`config.mk`:
```
export PLATFORM = sky130hd
export DESIGN_NAME = cpu
export DESIGN_NICKNAME = d
export VERILOG_FILES = /design/src/rtl/cpu.sv
export SDC_FILE = /design/constraint.sdc
export NUM_CORES = 1
export LEC_CHECK = 0
export ABC_AREA = 1
export CAP_MARGIN = 10
export CORE_UTILIZATION = 45
export DETAILED_ROUTE_END_ITERATION = 8
export GPL_ROUTABILITY_DRIVEN = 0
export HOLD_SLACK_MARGIN = 0.03
export PLACE_DENSITY = 0.8
export SYNTH_ARGS = -nofsm -noshare
export SYNTH_HDL_FRONTEND = slang
export SYNTH_HIERARCHICAL = 1
export SYNTH_SLANG_ARGS = --single-unit
export TNS_END_PERCENT = 100
```
`constraint.sdc`:
```
create_clock -name clk -period 3.8 [get_ports clk]
set_clock_uncertainty 0.15 [all_clocks]
set_input_delay 0.76 -clock clk [delete_from_list [all_inputs] [get_ports clk]]
set_output_delay 0.76 -clock clk [all_outputs]
set_load 0.05 [all_outputs]
```
`src/rtl/cpu.sv`:
```
// Single-cycle Hack CPU: A/D registers, Hack ALU, and program counter.
// One instruction per clock; memory interface is combinational except addressM/pc.

module register #(
  parameter int W = 16
) (
  input  logic         i_clk,
  input  logic         i_reset,
  input  logic         i_load,
  input  logic [W-1:0] i_d,
  output logic [W-1:0] o_q
);
  logic [W-1:0] r_q;

  always_ff @(posedge i_clk) begin
    if (i_reset)     r_q <= '0;
    else if (i_load) r_q <= i_d;
  end

  assign o_q = r_q;
endmodule

module cpu (
  input  logic        clk,
  input  logic        reset,
  input  logic [15:0] instruction,
  input  logic [15:0] inM,
  output logic [15:0] outM,
  output logic        writeM,
  output logic [14:0] addressM,
  output logic [14:0] pc
);
  logic [15:0] w_a;
  logic [15:0] w_d;
  logic [15:0] w_x;
  logic [15:0] w_y;
  logic [15:0] w_f;
  logic [15:0] w_alu;
  logic [15:0] w_a_in;
  logic        w_is_c;
  logic        w_zr;
  logic        w_ng;
  logic        w_jump;
  logic        w_load_a;
  logic        w_load_d;
  logic        w_unused_bits;
  logic [14:0] r_pc;

  assign w_is_c = instruction[15];

  // ALU operands always see the pre-edge A and D.
  always_comb begin
    w_x = instruction[11] ? 16'd0 : w_d;
    if (instruction[10]) w_x = ~w_x;
    w_y = instruction[12] ? inM : w_a;
    if (instruction[9]) w_y = 16'd0;
    if (instruction[8]) w_y = ~w_y;
    w_f   = instruction[7] ? (w_x + w_y) : (w_x & w_y);
    w_alu = instruction[6] ? ~w_f : w_f;
  end

  assign w_zr   = (w_alu == 16'd0);
  assign w_ng   = w_alu[15];
  assign w_jump = w_is_c & ((instruction[2] & w_ng) |
                            (instruction[1] & w_zr) |
                            (instruction[0] & ~w_ng & ~w_zr));

  assign w_load_a = ~w_is_c | instruction[5];
  assign w_load_d = w_is_c & instruction[4];
  assign w_a_in   = w_is_c ? w_alu : instruction;

  register #(.W(16)) u_a_reg (
    .i_clk   (clk),
    .i_reset (reset),
    .i_load  (w_load_a),
    .i_d     (w_a_in),
    .o_q     (w_a)
  );

  register #(.W(16)) u_d_reg (
    .i_clk   (clk),
    .i_reset (reset),
    .i_load  (w_load_d),
    .i_d     (w_alu),
    .o_q     (w_d)
  );

  // Reset wins over a taken jump; increment wraps naturally at 15 bits.
  always_ff @(posedge clk) begin
    if (reset)       r_pc <= 15'd0;
    else if (w_jump) r_pc <= w_a[14:0];
    else             r_pc <= r_pc + 15'd1;
  end

  assign outM     = w_alu;
  assign writeM   = w_is_c & instruction[3] & ~reset;
  assign addressM = w_a[14:0];
  assign pc       = r_pc;

  // Instruction bits 14:13 and A[15] have no function in this core.
  assign w_unused_bits = ^{instruction[14:13], w_a[15]};
endmodule

```
-- Word level (Yosys, flattened, before mapping)
Cells that the tools add are included.
- $add $sub $neg: 2
- reductions and logical operators: 1
- multiplexer cells: 9
- bitwise operators: 19
- operator list (kind ; count):
    $mux 16 ; 8
    $not 16->16 ; 3
    $add 16x16->16 ; 1
    $and 16x16->16 ; 1
    $logic_not 16->1 ; 1
    $add 15x1->15 const B ; 1
    $mux 15 ; 1
    $and 1x1->1 ; 8
    $not 1->1 ; 4
    $or 1x1->1 ; 3
- bits in registers: 47
- word-level logic and storage cells: 34
- output and inout bits: 47
- input bits: 34

-- Longest topological paths before layout
- depth in word-level cells: 14
- gate-level depth with buffers: 27
- gate-level depth less buffers: 27

-- Hierarchy
The synthesis kept the hierarchy.
- by module, submodules not included (module ; area an instance (sq um) ; cells an instance ; instances ; sequential area each (sq um)):
    cpu ; 3295.7 ; 629 ; 1 ; 300.3
    register ; 670.6 ; 101 ; 2 ; 320.3

-- Least setup slack after synthesis
No wires, ideal clock.
- kind: input to register
- start point: input instruction[10]
- end point: register r_pc[10], in the netlist pc[10]
- path buffers: 3
- data required time: 3535 ps
- setup slack: -603 ps
- setup time: 115 ps
- data arrival time: 4138 ps
- stages: 23
- cell sequence: clkbuf_1 > clkbuf_1 > xnor2_1 > ha_1 > inv_1 > fa_1 > inv_1 > nand3_1 > nand2_1 > nand2_1 > nand3_1 > o21ai_0 > nand2_1 > nand2_1 > nor2_1 > nand2_1 > nor2_1 > nand3_1 > nand2_1 > nand3_2 > buf_4 > a21oi_1 > nor2_1
- cells in the longest elaborated chain, start to end: 11
- elaborated cells between the ends (all ways): 17
- classes of those cells: add/sub (1); mux (4); bitwise (11); reduce/logical (1)
- RTL lines (what ; line ; RTL):
    start, declared ; 26 ; input logic [15:0] instruction,
    $mux 16 (*) ; 54 ; if (instruction[10]) w_x = ~w_x;
    $add 16x16->16 or $and 16x16->16 (tied branches) ; 58 ; w_f = instruction[7] ? (w_x + w_y) : (w_x & w_y);
    $mux 16 (*) ; 58 ;
    $not 16->16 ; 59 ; w_alu = instruction[6] ? ~w_f : w_f;
    $mux 16 (*) ; 59 ;
    net outM[4] ; 28 ; output logic [15:0] outM,
    $logic_not 16->1 (*) ; 62 ; assign w_zr = (w_alu == 16'd0);
    $and 1x1->1 or $not 1->1 (tied branches) ; 65, 66 ;
    $or 1x1->1 or $and 1x1->1 (tied branches) ; 64, 66 ;
    $or 1x1->1 (*) ; 65 ; (instruction[1] & w_zr) |
    $and 1x1->1 (*) ; 64 ; assign w_jump = w_is_c & ((instruction[2] & w_ng) |
    $mux 15 (*) ; 91 ; else if (w_jump) r_pc <= w_a[14:0];
    end signal, assigned ; 91 ;
    end signal, assigned ; 92 ; else r_pc <= r_pc + 15'd1;
    end, declared ; 47 ; logic [14:0] r_pc;
Mark *: on every way through the listed nets, which the timed path passes. The rest lies on a longest branch.
A chain may end at the register's enable or synchronous reset.

-- Worst setup path in the final report
- start point: input instruction[12]
- end point: output outM[7]
- cells in the longest elaborated chain, start to end: 8
- elaborated cells between the ends (all ways): 9
- classes of those cells: add/sub (1); mux (5); bitwise (3)
- RTL lines (what ; line ; RTL):
    $mux 16 (*) ; 55 ; w_y = instruction[12] ? inM : w_a;
    $mux 16 (*) ; 56 ; if (instruction[9]) w_y = 16'd0;
    $not 16->16 ; 57 ; if (instruction[8]) w_y = ~w_y;
    $mux 16 (*) ; 57 ;
    $add 16x16->16 or $and 16x16->16 (tied branches) ; 58 ;
    $mux 16 (*) ; 58 ;
    $not 16->16 ; 59 ;
    $mux 16 (*) ; 59 ;
    end, declared ; 28 ;
Every way passes the cells marked *; elsewhere a longest branch is shown, timed or not.

==> Implementation_results.wiki <==
{| class="wikitable"
! Metric !! Value
|-
| Wire length on met2 || 10400 um
|-
| Via Count || roughly 7000
|-
| Count of flip-flops with a built-in enable after synthesis || 0
|-
| Core area || 9860 sq um
|-
| Source-to-sink clock delay at the later pin of the worst-skew pair || 0.32 ns
|-
| CP Capture Type || output port
|-
| Startpoint of the worst hold path || u_d_reg/o_q[3]
|-
| H-tree depth || 2
|-
| Routed len/inst || 21.2 um
|-
| Vias/cell || between 6 and 7
|-
| Area delta synth->final || 64.8%
|-
| Post-Synthesis Cell Area || 4640 sq um
|-
| ANT nets after route || 0
|-
| Die area || roughly 11000 sq um
|-
| Antenna diode count || 0
|-
| Min-delay worst type || register to register
|-
| Setup slack, reg-to-reg || -0.64 ns
|-
| Shortest clock period the worst path allows after layout || 4.73 ns
|-
| R2R depth || 25
|-
| First-pass iteration count of the detailed router || 9
|-
| Count of final hold-check violations || 0
|-
| Effective utilization at floorplan || between 40% and 50%
|-
| Worst Slack Setup Final || -0.932 ns
|-
| DIE HEIGHT || 104 um
|-
| Share of the clock period used by the worst path after layout || 125%
|-
| Top area cells in the synthesized netlist || sky130_fd_sc_hd__nand2_1 21%, sky130_fd_sc_hd__dfxtp_1 20%, sky130_fd_sc_hd__inv_1 11%, sky130_fd_sc_hd__nor2_1 8.8%, sky130_fd_sc_hd__xor2_1 8.5%
|-
| Maximum number of pins on one net before global-route repair || 33
|-
| Post-synthesis sequential element count || between 40 and 50
|-
| Register area share after synthesis || 20.3%
|-
| Iteration-0 DRC count of the detailed router || 1203
|-
| Unrepaired setup endpoints after global routing || yes
|-
| Family with the most delay on the worst path || simple AND/OR/NAND/NOR gates
|-
| Net count of the mapped netlist || 883
|-
| Ratio of cells with drive above 1 in the final layout || roughly 34%
|-
| Antenna violations before repair || 0
|-
| Final wirelength || around 25000 um
|-
| Clock-pin slew on the worst setup and hold paths || 0.10 ns
|-
| Synth warn || 6
|-
| Clock tree sinks || 47
|-
| WP data required || between 2 and 3 ns
|-
| HPWL after DPL || 11600 um
|-
| NumNets Final || ~1100
|-
| Met1 wire length || 8010 um
|-
| Worst-path cell with the longest stage delay || sky130_fd_sc_hd__xor2_1
|-
| I/O pin total || 81
|-
| Failing checks || DRC, setup timing
|-
| Hold path endpoint || u_d_reg/o_q[3]
|-
| Post-synthesis async set-or-reset flop share || 0%
|-
| Cells after synthesis || between 800 and 900
|-
| Number of remaining DRC errors || 20
|-
| Slowest cell delay on critical path || 0.55 ns
|-
| Run status || finished with violations
|-
| Buffer depth of the longest clock path || 2
|-
| Startpoint type of the worst setup path || input pin
|-
| Worst-path cell chain || buf_8 > clkinv_8 > a21oi_1 > o21ai_1 > xor2_2 > buf_4 > ha_1 > nand2_1 > nand2_1 > nand3_2 > nand2_4 > xor2_1 > nand2_1 > nand3_1 > nand2_2 > inv_2 > buf_12
|-
| Post-Syn Area per Cell || roughly 5.6 sq um
|-
| Maximum fanout along the worst path || 8
|-
| End of the worst register-to-register path || pc[13]
|-
| Number of max-cap violations || 0
|-
| Leakage power total || 3.84 nW
|-
| Global-route wire length before repair || approximately 30000 um
|-
| Aggregate global routing overflow || 0
|-
| Final max-slew violation count || 0
|-
| VDD IR-drop max || 0.305 mV
|-
| Critical path's most frequent cell || sky130_fd_sc_hd__nand2_1
|-
| Largest area contributor in the netlist || sky130_fd_sc_hd__nand2_1
|-
| Vias in the first global route || around 6000
|-
| Yosys top cell area share || about a fifth
|-
| Number of filler cells placed in the layout || between 500 and 600
|-
| Number of hold buffers added after CTS || 0
|-
| Topmost layer with routed signal wires || met4
|-
| TritonCTS clock tree || yes
|-
| Leading cell types in the layout, fill and taps excluded || 204 x sky130_fd_sc_hd__nand2_1, 127 x sky130_fd_sc_hd__buf_4, 116 x sky130_fd_sc_hd__inv_1
|-
| Worst slew pin tran || 0.682 ns
|-
| Type of the worst setup path || input pin to output port
|-
| Die Span X || 104 um
|-
| IO buf count || 80
|-
| Number of buffers and inverters on the critical path || 5
|-
| Tightest slew margin relative to the limit || 54.6%
|-
| Flip-flop cell with the highest count after synthesis || sky130_fd_sc_hd__dfxtp_1
|-
| Total design power || 3.15 mW
|-
| Cell variety after synth || 30
|-
| Most common library cell in the layout ignoring fill and taps || sky130_fd_sc_hd__nand2_1
|-
| Number of CTS-inserted buffers || 5
|-
| FF-to-FF Start || u_a_reg/o_q[1]
|-
| Worst hold path depth || 2
|-
| CP arrival || 3.82 ns
|-
| Power density over the cells || 412 nW/um^2
|-
| Total global routing track utilization || 35.4%
|-
| Final hold slack || ~0.33 ns
|-
| Highest clock rate || 211 MHz
|-
| Clock tree root driver cell || sky130_fd_sc_hd__clkbuf_8
|-
| Detail Route met3 WL || 3580 um
|-
| Standard-cell rows || 36
|-
| Number of setup violations in the final report || 33
|}
metal layers:
metal / up-vias / global-route usage (%)
li1: 2913 / -
met1: 3089 / 42.6
met2: 726 / 57.1
met3: 283 / 8.18
met4: 0 / 21.8
met5: - / 0
kinds of logic after synthesis:
logic type,count (synthesis),share of synthesized area [%]
flops,47,20.3
compound gates,69,7.69
simple gates,476,42.2
xor+xnor,50,9.44
buf+inv,171,15.4
fa+ha+maj,18,5.02
report_power, final:
part           leakage (nW)  total (mW)  internal [mW]  switching [mW]
registers             0.389       0.593          0.543          0.0501
logic                  3.40        2.20          0.875            1.33
clock network        0.0516       0.353          0.150           0.204
total                  3.84        3.15           1.57            1.58
cell usage after synthesis (all sizes together), types with 3 or more instances:
| cell type | count |
|---|---|
| or2 | 4 |
| nand2 | 266 |
| inv | 138 |
| xor2 | 45 |
| ha | 17 |
| nand3 | 73 |
| a31oi | 3 |
| buf | 18 |
| a21oi | 30 |
| clkbuf | 14 |
| nor3 | 3 |
| nand4 | 9 |
| o21ai | 33 |
| dfxtp | 47 |
| xnor2 | 5 |
| nor2 | 116 |
layout make-up:
class | count | area, sq um | area share (%)
sequential | 47 | 941 | 12.3
timing repair buffer | 217 | 2090 | 27.3
tap | 133 | 166 | 2.18
clock inverter | 2 | 13.8 | 0.180
clock buffer | 6 | 82.6 | 1.08
multi-input combinational | 613 | 3800 | 49.7
inverter | 139 | 553 | 7.24
how the worst max path moves through the flow:
stage               slack (ns)            start  cells past startpoint       end
global placement         -0.83  instruction[12]                     18  outM[14]
CTS                      -0.15  instruction[12]                     21   outM[8]
finish                   -0.93  instruction[12]                     17   outM[7]
global route             -0.91  instruction[12]                     17   outM[7]
floorplan                 0.02   instruction[9]                     17  outM[15]
detailed placement       -0.84  instruction[12]                     19  outM[14]
tightest hold or removal path, stage by stage (launching register included):
cell and delay, ns:
sky130_fd_sc_hd__dfxtp_1 0.33, sky130_fd_sc_hd__nor2_1 0.08, sky130_fd_sc_hd__nor2_1 0.05
stage by stage:
step	TNS (ns)	util [%]	instances	worst slack, ns	instance area (sq um)
final	-17.29	77.5	1157	-0.932	7640
after global routing	-18.14	77.5	1157	-0.909	7640
after CTS	-0.762	72.4	1142	-0.149	7140
after detailed placement	-28.34	64.5	1110	-0.843	6370
after global placement	-26.19	64.5	1110	-0.834	6370
after floorplan	0	-	831	0.0183	4700
sequential cells by signal (all words and copies together) (netlist names):
register / flops
pc: 15
u_a_reg/o_q: 16
u_d_reg/o_q: 16
timing repair:
action | CTS | global route
setup buffers | 24 | 14
pin swaps | 71 | 55
cloned | 2 | 1
endpoints found under the setup margin | 38 | 32
resized for setup | 180 | 83
(Power assumes the default switching activity.)
